<file path="config.mk">
export PLATFORM = sky130hd
export DESIGN_NAME = lane_dispatch_rr
export DESIGN_NICKNAME = d
export VERILOG_FILES = /design/src/rtl/lane_dispatch_rr.sv
export SDC_FILE = /design/constraint.sdc
export NUM_CORES = 1
export LEC_CHECK = 0
export ABC_AREA = 1
export CAP_MARGIN = 20
export CORE_ASPECT_RATIO = 1.25
export CORE_UTILIZATION = 47
export DETAILED_ROUTE_END_ITERATION = 12
export PLACE_DENSITY = 0.75
export SYNTH_ARGS = -nofsm -noshare
export SYNTH_HDL_FRONTEND = slang
export SYNTH_SLANG_ARGS = --single-unit
</file>
<file path="constraint.sdc">
create_clock -name clk -period 4.13 [get_ports clk]
set_input_delay 0.826 -clock clk [delete_from_list [all_inputs] [get_ports clk]]
set_output_delay 0.826 -clock clk [all_outputs]
set_load 0.02 [all_outputs]
</file>
<file path="src/rtl/lane_dispatch_rr.sv">
// ---------------------------------------------------------------------------
// LaneDispatchRr -- strict round-robin dispatcher of one upstream stream into
// NUM_LANES independent per-lane FIFOs.
//
// Each accepted input word goes to the lane named by rr_ptr. rr_ptr then
// advances by one and wraps to zero after the last lane. A full target lane
// stalls the input; no lane is ever skipped.
//
// Ports
//   clk         sole clock, rising edge
//   rst         synchronous active-high reset
//   in_valid    upstream word available
//   in_ready    block accepts in_data this cycle
//   in_data     upstream payload (DATA_W bits)
//   out_valid   per-lane word available (NUM_LANES bits)
//   out_ready   per-lane consumer accepts (NUM_LANES bits)
//   out_data    per-lane head word, lane i at [i*DATA_W +: DATA_W]
//   rr_ptr      lane that receives the next accepted word
//   accept_cnt  wrapping 16-bit count of accepted input words
//   idle        every lane FIFO is empty
// ---------------------------------------------------------------------------
module lane_dispatch_rr #(
  parameter int DATA_W     = 32,
  parameter int NUM_LANES  = 5,
  parameter int FIFO_DEPTH = 2
) (
  input  logic                          clk,
  input  logic                          rst,
  input  logic                          in_valid,
  output logic                          in_ready,
  input  logic [DATA_W-1:0]             in_data,
  output logic [NUM_LANES-1:0]          out_valid,
  input  logic [NUM_LANES-1:0]          out_ready,
  output logic [NUM_LANES*DATA_W-1:0]   out_data,
  output logic [2:0]                    rr_ptr,
  output logic [15:0]                   accept_cnt,
  output logic                          idle
);

  // Pointer and occupancy widths. Depths that are not a power of two are
  // supported by an explicit wrap at the last index.
  localparam int PW = (FIFO_DEPTH > 1) ? $clog2(FIFO_DEPTH) : 1;
  localparam int CW = $clog2(FIFO_DEPTH + 1);
  localparam logic [PW-1:0] LAST_IDX  = PW'(FIFO_DEPTH - 1);
  localparam logic [CW-1:0] FULL_CNT  = CW'(FIFO_DEPTH);
  localparam logic [2:0]    LAST_LANE = 3'(NUM_LANES - 1);

  logic [DATA_W-1:0] mem_q [NUM_LANES][FIFO_DEPTH];
  logic [PW-1:0]     wr_q  [NUM_LANES];
  logic [PW-1:0]     wr_d  [NUM_LANES];
  logic [PW-1:0]     rd_q  [NUM_LANES];
  logic [PW-1:0]     rd_d  [NUM_LANES];
  logic [CW-1:0]     cnt_q [NUM_LANES];
  logic [CW-1:0]     cnt_d [NUM_LANES];

  logic [2:0]           rr_q, rr_d;
  logic [15:0]          acc_q, acc_d;
  logic [NUM_LANES-1:0] full, empty, push, pop;
  logic                 accept;

  // Lane status decoded from registered occupancy only, so in_ready never
  // depends on in_valid or out_ready in the same cycle.
  always_comb begin
    full  = '0;
    empty = '0;
    for (int i = 0; i < NUM_LANES; i++) begin
      full[i]  = (cnt_q[i] == FULL_CNT);
      empty[i] = (cnt_q[i] == '0);
    end
  end

  assign in_ready = !full[rr_q];

  // Transfers are suppressed while reset is high so in_valid/out_ready are
  // ignored during reset.
  assign accept = in_valid && in_ready && !rst;

  // Per-lane push/pop decode and next-state pointers/occupancy. A full lane
  // can never be pushed (in_ready low), even when it pops in the same cycle.
  always_comb begin
    push = '0;
    pop  = '0;
    for (int i = 0; i < NUM_LANES; i++) begin
      push[i]  = accept && (rr_q == 3'(i));
      pop[i]   = out_ready[i] && !empty[i] && !rst;
      wr_d[i]  = wr_q[i];
      rd_d[i]  = rd_q[i];
      cnt_d[i] = cnt_q[i];
      if (push[i]) begin
        wr_d[i] = (wr_q[i] == LAST_IDX) ? '0 : wr_q[i] + PW'(1);
      end
      if (pop[i]) begin
        rd_d[i] = (rd_q[i] == LAST_IDX) ? '0 : rd_q[i] + PW'(1);
      end
      case ({push[i], pop[i]})
        2'b10:   cnt_d[i] = cnt_q[i] + CW'(1);
        2'b01:   cnt_d[i] = cnt_q[i] - CW'(1);
        default: cnt_d[i] = cnt_q[i];
      endcase
    end
  end

  // Round-robin pointer advances only on an accepted word; the accept
  // counter wraps naturally at 16 bits.
  always_comb begin
    rr_d  = rr_q;
    acc_d = acc_q;
    if (accept) begin
      rr_d  = (rr_q == LAST_LANE) ? 3'd0 : rr_q + 3'd1;
      acc_d = acc_q + 16'd1;
    end
  end

  // Control state with synchronous reset; clearing occupancy is enough to
  // discard everything buffered.
  always_ff @(posedge clk) begin
    if (rst) begin
      rr_q  <= 3'd0;
      acc_q <= 16'd0;
      for (int i = 0; i < NUM_LANES; i++) begin
        wr_q[i]  <= '0;
        rd_q[i]  <= '0;
        cnt_q[i] <= '0;
      end
    end else begin
      rr_q  <= rr_d;
      acc_q <= acc_d;
      for (int i = 0; i < NUM_LANES; i++) begin
        wr_q[i]  <= wr_d[i];
        rd_q[i]  <= rd_d[i];
        cnt_q[i] <= cnt_d[i];
      end
    end
  end

  // Payload storage carries no reset; stale entries are unreachable once
  // occupancy is zero.
  always_ff @(posedge clk) begin
    for (int i = 0; i < NUM_LANES; i++) begin
      if (push[i]) begin
        mem_q[i][wr_q[i]] <= in_data;
      end
    end
  end

  for (genvar g = 0; g < NUM_LANES; g++) begin : g_lane_out
    assign out_valid[g]                  = !empty[g];
    assign out_data[g*DATA_W +: DATA_W]  = mem_q[g][rd_q[g]];
  end

  assign rr_ptr     = rr_q;
  assign accept_cnt = acc_q;
  assign idle       = &empty;

endmodule

</file>
==> flow_summary.yaml, run 1 <==
run_status:
  status: "complete, no violations"
sta:
  clock_skew_ps: 20.4
  slew_violations: 0
  period_share_pct: 81.4
  slew_headroom_pct: 40.6
  setup_tns_ps: 0
  hold_viol_final: 0
  rsz0062_at_grt: "false"
  setup_violations: 0
  worstMarginPinSlew_ps: 889
  fmax_ghz: 0.297
  min_period_ps: 3360
worst_setup_path:
  cp_slowest_cell: "clkdlybuf4s50_1"
  end_kind: "output pin"
  reg2reg_depth: 8
  required_ps: 3300
  cp_num_buf_inv: 3
  critical_path_arrival_ps: 2540
  critical_path_class: "flop to output pin"
  crit_top_cell: "nand2_1"
  cp_slowest_stage_delay_ps: 550
  path_depth: 5
  path_cells: "clkinv_1 -> buf_4 -> nand2_1 -> nand2_1 -> clkdlybuf4s50_1"
  startpoint_type: "flop"
  crit_family: "buffers and inverters"
  critPathMaxFanout: 20
place:
  dpl.hpwl_um: 22200
  dpl_cell_area_mm2: 0.0167
  port_buffers: 225
  gp_congestion: 0.838
clock_network:
  cts_hold_buf: 0
  cts_max_level: 2
  cts_resized: 0
  insertion_delay_ps: 520
  cts_made_buffers: 36
  post_cts_buffers: 0
  clock-root-buffer: "clkbuf_16"
  cts_sinks: 359
  cts_max_path_buffers: 3
  cts_tree: "built"
  path_clk_slew_ps: 60
finish:
  final_cell_mix: "561 x nand2_1, 320 x edfxtp_1, 225 x clkdlybuf4s50_1"
  final_area_mm2: 0.0178
  drive_gt1_share_pct: 6.62
  final_net_count: 1475
  n_fill_cell: 2232
  final_common_cell: "nand2_1"
  antenna_cells: 0
  area.growth.synth_to_final_pct: 27.8
logic_synthesis:
  postSynthAreaPerCell_um2: 11.7
  synth.distinct_cells: 30
  synth_flop_cell: "edfxtp_1"
  yosysWarnings: 0
  synth-edff-count: 320
  synth_nets: 1240
  synth_seq_area_share_pct: 74.6
  async_flop_share_pct: 0
  ys_ff_latch: 359
  syn_inst: 1189
  syn_area_mm2: 0.0139
floorplanning:
  die_h_um: 194
  pin_count: 226
  start_util_pct: 47.8
  rows: 70
  die_w_um: 156
  die-area_mm2: 0.0303
  core-area_mm2: 0.0292
routing:
  postRouteAntennaNets: 0
  wl_per_cell_um: 18.6
  drc_errors: 0
  drt_pre_antenna_iters: 6
  drt_wl_total_um: 34400
  post_drt_via_cell_ratio: 5.10
  first_iter_violations: 833
  vias: 9417
global_routing:
  antenna_found_initial: 0
  grt_pass1_vias: 9146
  grt_max_degree: 35
  track_usage_pct: 22.9
  grt.overflow.total: 0
  grt_pass1_wl_um: 52000
min_path:
  min_path_cells: 2
  hp-class: "flop to flop"
pwr:
  p_leak_nw: 6.71
  vdd_drop_max_uv: 300
  power_density_mw_per_mm2: 460
run:
  drv_cap: 0
[cells in the mapped netlist (all sizes together), types with 2 or more instances]
master / count / area share (%)
o21ai: 21 / 0.75
clkinv: 6 / 0.16
ha: 11 / 0.99
dfxtp: 39 / 5.6
nor2: 46 / 1.3
edfxtp: 320 / 69
nand4: 12 / 0.54
xnor2: 3 / 0.19
nand3: 32 / 1.6
inv: 46 / 1.2
buf: 9 / 0.57
a21oi: 30 / 1.1
and3: 2 / 0.090
xor2: 4 / 0.25
clkbuf: 37 / 1.0
nand2: 565 / 15
nor3: 4 / 0.14
[registers in the layout, indices dropped and copies added (netlist names)]
register,cells
wr_q,5
accept_cnt,16
cnt_q,10
rd_q,5
mem_q,320
rr_ptr,3
[metal layers]
metal  vias up  track usage (%)  share of wire (%)
met2       410             38.4                 50
met5         -                0                  0
met4         0             8.71                3.1
met1      4501             29.4                 39
met3        66             4.12                7.5
li1       4440                -                  -
[area by class of cell]
class | count | area (um^2) | share of cell area, %
clock buffers | 48 | 988 | 5.55
clock inverters | 17 | 115 | 0.647
repair buffers | 243 | 2440 | 13.7
well taps | 396 | 495 | 2.78
multi-input cells | 732 | 3160 | 17.8
inverters | 52 | 195 | 1.10
flip-flops and latches | 359 | 10400 | 58.4
[cell families after synthesis]
| family | Yosys count | synth area share, % |
|---|---|---|
| AOI/OAI and AO/OA | 51 | 1.83 |
| DFF | 359 | 74.6 |
| and+or+nand+nor | 663 | 19.2 |
| xor gates and xnor gates | 7 | 0.440 |
| adders and majority gates | 11 | 0.988 |
| buffers and inverters | 98 | 2.97 |
[final timing paths]
kind	start	endpoint	slack, ps
worst max-delay path	rd_q[0][4]$_SDFFE_PP0P_	out_data[131]	770
worst min-delay path	cnt_q[0][7]$_SDFFE_PP0P_	cnt_q[0][7]$_SDFFE_PP0P_	490
worst max register to register	rr_ptr[1]$_SDFFE_PP0P_	mem_q[0][81]$_DFFE_PP_	1570
worst min register to register	cnt_q[0][7]$_SDFFE_PP0P_	cnt_q[0][7]$_SDFFE_PP0P_	490
[through the flow]
step | utilization [%] | setup slack [ps] | hold WS (ps) | total power, mW | cells
4_1_cts | 60.9 | 569 | 490 | 8.23 | 1846
2_1_floorplan | - | 937 | 459 | 4.72 | 1189
6_report | 61.0 | 766 | 492 | 8.20 | 1847
3_3_place_gp | 57.2 | 1040 | 475 | 5.18 | 1781
5_1_grt | 61.0 | 632 | 508 | 8.46 | 1847
3_5_place_dp | 57.2 | 998 | 480 | 5.21 | 1781
[report_power, final]
group	leakage (nW)	total [mW]	switching, mW	internal, mW
Sequential	3.20	4.10	0.0453	4.05
Combinational	2.97	1.03	0.650	0.378
Clock	0.542	3.07	1.32	1.75
Total	6.71	8.20	2.01	6.18
[tightest hold or removal path, delay by kind of cell (launching register included)]
family / cells / cell delay (ps)
flip-flops: 1 / 300
buffers and inverters: 1 / 80
AO/OA/AOI/OAI: 1 / 60
(Power assumes the default switching activity.)
==> run 2: changes to the inputs <==
- PLACE_DENSITY: 0.75 -> 0.77
- clock period: 4.13 -> 2.8 ns (I/O delays scaled with it)
==> flow_summary.yaml, run 2 (synthesis results as in run 1) <==
sta:
  slew_violations: 0
  worstMarginPinSlew_ps: 469
  postLayoutSetupSlackWorst_ps: 111
  clock_skew_ps: 22.4
  min_period_ps: 2690
  setup_violations: 0
  whs_ps: 491
  period_share_pct: 96.0
  slew_headroom_pct: 68.7
  hold_viol_final: 0
  fmax_ghz: 0.372
  setup_tns_ps: 0
  rsz0062_at_grt: "false"
run:
  drv_cap: 0
routing:
  drt_wl_total_um: 35000
  first_iter_violations: 820
  drt_pre_antenna_iters: 6
  vias: 9506
  drc_errors: 0
  post_drt_via_cell_ratio: 5.10
  postRouteAntennaNets: 0
  wl_per_cell_um: 18.8
clock_network:
  cts_sinks: 359
  path_clk_slew_ps: 60
  cts_made_buffers: 35
  cts_max_level: 2
  insertion_delay_ps: 520
  clock-root-buffer: "clkbuf_16"
  cts_tree: "built"
  cts_hold_buf: 0
  cts_max_path_buffers: 3
  post_cts_buffers: 0
finish:
  layout.cells.non_filler: 1864
  multi_input_area_mm2: 0.00316
  final_net_count: 1493
  ff_latch_area_mm2: 0.0104
  antenna_cells: 0
  final_common_cell: "nand2_1"
  drive_gt1_share_pct: 7.97
  n_fill_cell: 2166
  final_area_mm2: 0.0179
  area.growth.synth_to_final_pct: 28.8
  final_cell_mix: "561 x nand2_1, 320 x edfxtp_1, 224 x clkdlybuf4s50_1"
  largest_reg_flops: 320
pwr:
  p_leak_nw: 6.80
  swShare_pct: 24.8
  internal_power_mw: 9.02
  power.switching_mw: 2.98
  combinationalPowerShare_pct: 13.1
  clockPowerShare_pct: 36.6
  p_seq_share_pct: 50.3
  vdd_drop_max_uv: 495
  power_density_mw_per_mm2: 669
floorplanning:
  start_util_pct: 47.8
  rows: 70
  die_w_um: 156
  pin_count: 226
  die-area_mm2: 0.0303
  core-area_mm2: 0.0292
  die_h_um: 194
run_status:
  status: "complete, no violations"
global_routing:
  grt.overflow.total: 0
  grt_pass1_wl_um: 52600
  track_usage_pct: 23.2
  grt_pass1_vias: 9238
  grt_max_degree: 33
  antenna_found_initial: 0
worst_setup_path:
  cp_slowest_stage_delay_ps: 650
  critical_path_arrival_ps: 2130
  reg2reg_depth: 12
  startpoint_type: "flop"
  end_kind: "output pin"
  critPathMaxFanout: 25
  cp_slowest_cell: "clkdlybuf4s50_1"
  r2r_setup_slack_ps: 660
  rr_startpoint: "rr_ptr[1]$_SDFFE_PP0P_"
  critical_path_class: "flop to output pin"
  crit_top_cell: "nand2_1"
  r2r_end: "cnt_q[0][1]$_SDFFE_PP0P_"
  path_cells: "clkinvlp_4 -> buf_12 -> nand2_1 -> nand2_1 -> clkdlybuf4s50_1"
  required_ps: 2240
place:
  dpl.hpwl_um: 23500
  port_buffers: 225
  place_inst: 1801
  dpl_cell_area_mm2: 0.0169
  gp_congestion: 0.868
  post-place-ws_ps: 156
min_path:
  min_path_cells: 2
  hp-class: "flop to flop"
  whs_endpoint: "cnt_q[0][5]$_SDFFE_PP0P_"
  hp-start: "cnt_q[0][5]$_SDFFE_PP0P_"
==> run 2: worst max path at each step <==
stage	slack [ps]	cells after the start	startpoint	endpoint
3_3_place_gp	220	9	in_valid	cnt_q[0][9]$_SDFFE_PP0P_
6_report	110	5	rd_q[0][0]$_SDFFE_PP0P_	out_data[1]
4_1_cts	50	5	rd_q[0][1]$_SDFFE_PP0P_	out_data[63]
3_5_place_dp	160	9	in_valid	cnt_q[0][9]$_SDFFE_PP0P_
5_1_grt	30	5	rd_q[0][1]$_SDFFE_PP0P_	out_data[63]
2_1_floorplan	380	9	rr_ptr[1]$_SDFFE_PP0P_	mem_q[0][100]$_DFFE_PP_
==> run 2: critical path, delay by kind of cell, from the launching register on <==
kind          cells  cell delay [ps]
buf+inv           3             1030
flops             1              330
simple gates      2              250
==> run 2: layout make-up <==
cell class	instances	share of cell area [%]
well taps	396	2.76
flip-flops and latches	359	57.9
inverters	52	1.12
multi-input cells	732	17.6
clock buffers	43	5.17
repair buffers	262	14.6
clock inverters	20	0.774
==> run 2: per-layer routing <==
metal,up-vias,track usage [%],part of all wire [%]
li1,4475,-,-
met1,4548,29.7,39
met2,408,39.1,50
met3,75,3.99,7.5
met4,0,8.93,3.4
met5,-,0,0
==> run 2: stage by stage <==
| stage | util [%] | power (mW) |
|---|---|---|
| after floorplan | - | 6.96 |
| after global placement | 57.8 | 7.69 |
| after detailed placement | 57.8 | 7.72 |
| after CTS | 61.5 | 12.0 |
| after global routing | 61.5 | 12.4 |
| final | 61.5 | 12.0 |
==> run 2: timing repair <==
action                                  4_1_cts  5_1_grt
gates resized for setup                       1        4
hold endpoints to repair                      0        0
pin swaps                                     0        0
endpoints found under the setup margin        1        4
==> run 2: power by group through the flow <==
stage	logic [mW]	registers, mW	clock network, mW
final	1.57	6.04	4.39
after detailed placement	1.57	6.16	0
after global placement	1.54	6.15	0
after CTS	1.57	6.04	4.43
after floorplan	0.802	6.16	0
after global routing	1.67	6.05	4.66
==> run 3: changes to the inputs <==
- CELL_PAD_IN_SITES_DETAIL_PLACEMENT: default -> 0
- CELL_PAD_IN_SITES_GLOBAL_PLACEMENT: default -> 1
- CORE_UTILIZATION: 47 -> 38
- PLACE_DENSITY: 0.77 -> 0.78
==> flow_summary.yaml, run 3 (synthesis results as in run 1) <==
finish:
  final_common_cell: "nand2_1"
  final_core_util_pct: 49.9
  final_area_mm2: 0.0181
  n_fill_cell: 3146
  final_cell_mix: "561 x nand2_1, 320 x edfxtp_1, 224 x clkdlybuf4s50_1"
  final_net_count: 1481
  antenna_cells: 0
  drive_gt1_share_pct: 7.48
  layout.cells.non_filler: 1937
  area.growth.synth_to_final_pct: 29.8
  largest_reg_flops: 320
sta:
  rsz0062_at_grt: "false"
  hold_viol_final: 0
  fmax_ghz: 0.370
  slew_violations: 0
  period_share_pct: 96.6
  setup_violations: 0
  slew_headroom_pct: 65.2
  worstMarginPinSlew_ps: 521
  postLayoutSetupSlackWorst_ps: 95.1
  min_period_ps: 2700
  setup_tns_ps: 0
  clock_skew_ps: 30.6
clock_network:
  cts_hold_buf: 0
  cts_tree: "built"
  clock-root-buffer: "clkbuf_16"
  cts_made_buffers: 35
  cts_sinks: 359
  cts_max_level: 2
  cts_max_path_buffers: 3
  path_clk_slew_ps: 60
  insertion_delay_ps: 540
routing:
  first_iter_violations: 552
  vias: 9219
  wl_per_cell_um: 18.3
  drt_pre_antenna_iters: 4
  drc_errors: 0
  postRouteAntennaNets: 0
  drt_wl_total_um: 35400
  post_drt_via_cell_ratio: 4.76
min_path:
  whs_endpoint: "cnt_q[0][7]$_SDFFE_PP0P_"
  hp-start: "cnt_q[0][7]$_SDFFE_PP0P_"
  hp-class: "flop to flop"
  min_path_cells: 2
floorplanning:
  die-area_mm2: 0.0374
  pin_count: 226
  rows: 78
  core-area_mm2: 0.0362
  die_h_um: 216
  start_util_pct: 38.5
  die_w_um: 173
worst_setup_path:
  critical_path_class: "flop to output pin"
  reg2reg_depth: 12
  critPathMaxFanout: 32
  cp_slowest_stage_delay_ps: 640
  r2r_end: "cnt_q[0][1]$_SDFFE_PP0P_"
  crit_family: "buffers and inverters"
  required_ps: 2240
  critical_path_arrival_ps: 2140
  end_kind: "output pin"
  path_cells: "buf_4 -> nand2_1 -> nand2_1 -> clkdlybuf4s50_1"
  cp_num_buf_inv: 2
  r2r_setup_slack_ps: 730
  cp_slowest_cell: "clkdlybuf4s50_1"
  rr_startpoint: "rr_ptr[1]$_SDFFE_PP0P_"
  startpoint_type: "flop"
  crit_top_cell: "nand2_1"
pwr:
  power_density_mw_per_mm2: 669
  p_leak_nw: 6.78
  vdd_drop_max_uv: 384
place:
  post-place-ws_ps: 254
  dpl_cell_area_mm2: 0.0170
  dpl.hpwl_um: 22500
  place_inst: 1873
  gp_congestion: 0.835
  port_buffers: 225
global_routing:
  grt_max_degree: 33
  antenna_found_initial: 0
  track_usage_pct: 19.2
  grt_pass1_vias: 8991
  grt_pass1_wl_um: 53800
  grt.overflow.total: 0
run_status:
  status: "complete, no violations"
run:
  drv_cap: 0
## run 3: changes by cell type in the layout (fill, tap and decap cells not counted), sizes merged
cell / before / now
clkinvlp: 3 / 1
inv: 48 / 52
bufinv: 1 / 2
clkinv: 20 / 18
buf: 37 / 25
## run 3: area by class of cell
cell class                 count  area, um^2  share of cell area [%]
multi-input combinational    732        3160                    17.5
tap                          480         601                    3.32
clock inverter                21         166                   0.920
inverter                      52         200                    1.11
timing repair buffer         250        2630                    14.5
sequential                   359       10400                    57.5
clock buffer                  43         927                    5.13
## run 3: where the power goes
part / switching (mW) / internal, mW
clock: 1.95 / 2.56
sequential: 0.0681 / 5.98
combinational: 0.967 / 0.581
## run 3: worst register-to-register path, delay by kind of cell, from the launching register on
family	cells	cell delay [ps]
AO/OA/AOI/OAI	4	440
adder cells (fa/ha/maj)	1	340
buffers and inverters	1	100
flip-flops	1	470
AND/OR/NAND/NOR	6	630
## run 3: timing repair
| action | CTS | global route |
|---|---|---|
| resized for setup | 4 | 3 |
| setup buffers | 0 | 0 |
| setup endpoints to repair | 15 | 41 |
| hold endpoints to repair | 0 | 0 |
## run 3: through the flow
step	total power [mW]	hold WS (ps)
6_report	12.1	495
3_3_place_gp	7.71	483
4_1_cts	12.2	491
3_5_place_dp	7.73	480
2_1_floorplan	6.96	459
5_1_grt	12.5	521
## run 3: how the worst max path moves through the flow
stage / start / to / slack [ps] / cells past startpoint
2_1_floorplan: rr_ptr[1]$_SDFFE_PP0P_ / mem_q[0][100]$_DFFE_PP_ / 380 / 9
3_3_place_gp: in_valid / cnt_q[0][1]$_SDFFE_PP0P_ / 220 / 9
3_5_place_dp: in_valid / cnt_q[0][1]$_SDFFE_PP0P_ / 250 / 9
4_1_cts: rd_q[0][1]$_SDFFE_PP0P_ / out_data[47] / 20 / 5
5_1_grt: rd_q[0][1]$_SDFFE_PP0P_ / out_data[47] / 2 / 5
6_report: rd_q[0][3]$_SDFFE_PP0P_ / out_data[126] / 100 / 4
## run 3: layer usage
metal	routed length, um	vias to the layer above	GRT usage [%]
met2	17900	248	33.7
met1	14700	4465	23.7
met4	805	0	5.90
met3	1920	48	3.84
met5	0	-	0
li1	-	4458	-
==> edit (settings of run 2) <==
Put one more register stage on the output `accept_cnt`, without a reset. The value now appears one clock later. The other outputs are not delayed to match.
--- a/src/rtl/lane_dispatch_rr.sv
+++ b/src/rtl/lane_dispatch_rr.sv
@@ -151,3 +151,5 @@
   assign rr_ptr     = rr_q;
-  assign accept_cnt = acc_q;
+  always_ff @(posedge clk) begin
+    accept_cnt <= acc_q;
+  end
   assign idle       = &empty;
Formal check against the unedited RTL: not equivalent (a bounded check fails within 4 cycles, from zero or initial values and one cycle with rst high).
==> edit against run 2 <==
Core utilization up 0.58 points. Sequential power up 4.1%. Highest routed layer is now met5. Worst setup slack worse by 0.021 ns. First-iteration DRC count down 24%. Wire length up 1.5%. Largest cell class unchanged. Synthesized area up 2.3%. Clock skew down 0.0037 ns. Count of clock-buffer cells in the layout down 3. Sequential cell count up 16. Power up 4.3%. Final area up 2.1%.
==> edit: results (changes against run 2) <==
The maximum resistive drop on vdd was 0.538 mV (+8.8%); the leakage dissipation was 6.95 nW (+2.3%). The data arrival at the endpoint of the critical path is 2.15 ns (+0.02 ns). The clock network contribution to total cell area was 0.0620 (+0.00264).

Delay of the slowest cell on the worst path: 0.62 ns (-0.03 ns). The most critical setup path has its endpoint at out_data[21]. For the logic gate share of total power, the log shows 0.123 (-0.008). The flow ran to the end, and the final reports show no timing, DRC or antenna violations. The net count after synthesis was 1256 (+1.3%). The via count of the first global-routing pass was 9525 (+3.1%); the total met2 wirelength after detailed routing was 18100 µm (+4.1%). The met2 demand-to-capacity share in global routing is 0.396 (+0.00527). The run gives 53000 µm (+0.76%) as the first-pass GRT wire length. The share of layout cells above drive strength 1 is 0.0737 (-0.00600). The fraction of the mapped netlist area in compound gates works out to 0.0179 (-0.000412). The worst hold path stage count was 0 (-2).

The layout clock buffer count was 40 (-7.0%); the area occupied by registers was 10700 µm² (+3.1%). Share of the yosys chip area belonging to registers: 0.752 (+0.00571). Top routing layer in use: met5.

The largest fanout on the critical path was 23 (-8.0%); the total routing resource utilization after global routing was 0.233 (+0.00116). The worst slack after detailed placement was 0.396 ns (+0.240 ns). The HPWL after detailed placement is 22900 µm (-2.7%), and the power share of the clock group is 0.374 (+0.008).

DRC violation total after the first TritonRoute iteration: 624 (-24%). The total routed wire length on the met1 layer was 13000 µm (-5.4%); the adder-cell area share of the yosys netlist was 0.00966 (-0.000222). The clock sink count was 375 (+4.5%); the multi-input logic portion of the cell area was 0.173 (-0.00371).

The startpoint identified for the worst hold timing path is acc_q[3]. For the post-cts resize count, the log shows 3 (+2). The worst relative slew slack is 0.668 (-0.0187). Sorting the synthesized cells by area gives the leading types as sky130_fd_sc_hd__edfxtp_1 67%, sky130_fd_sc_hd__nand2_1 15%, sky130_fd_sc_hd__dfxtp_1 7.7%, sky130_fd_sc_hd__inv_1 1.2%, sky130_fd_sc_hd__nor2_1 1.2%.

The number of cells traversed by the worst register-to-register path was 13 (+1); the final routed wire length divided by cell count was 18.9 µm (+0.88%). The per-cell via count in the routed design was 5.17 (+1.3%); the number of cells in the finished layout apart from fillers was 1875 (+0.59%). The tools report the total CTS buffers as 36 (+2.9%). The run gives 1503 (+0.67%) as the net count reported at finish. The tools report the maximum clock skew at final layout as 0.0187 ns (-0.00367 ns).

Post-synthesis cell count: 1205 (+1.3%). The initial antenna violation count was 1 (+1). The number of non-clock buffers was 255 (-2.7%). The met1 capacity usage during global routing is 0.277 (-0.0200), and the placer congestion estimate is 0.883 (+1.7%). The post-route worst hold slack came out at 0.394 ns (-0.0975 ns). The post-synthesis xor/xnor area fraction was 0.00430 (-0.0000989).
## edit: cell types whose count changed in the layout (fill, tap and decap cells not counted), moves of 3 or more
cell / delta
sky130_fd_sc_hd__clkinv_1: +5
sky130_fd_sc_hd__buf_4: -12
sky130_fd_sc_hd__dlymetal6s2s_1: +4
sky130_fd_sc_hd__dfxtp_1: +17
sky130_fd_sc_hd__clkdlybuf4s50_1: -3
sky130_fd_sc_hd__dfxtp_2: -3
sky130_fd_sc_hd__buf_6: +3
sky130_fd_sc_hd__clkbuf_1: -3
## edit: stage by stage
step	util	instance area [µm²]	total power [mW]
floorplan	-	14300	7.20
global placement	0.581	17200	7.92
detailed placement	0.581	17200	7.95
CTS	0.620	18300	12.6
global route	0.621	18300	12.9
finish	0.621	18300	12.5
## edit: worst max-delay path, delay by kind of cell, from the launching register on
kind,cells,cell delay [ns]
buffers and inverters,3,1.00
flip-flops,1,0.40
AND/OR/NAND/NOR,2,0.23
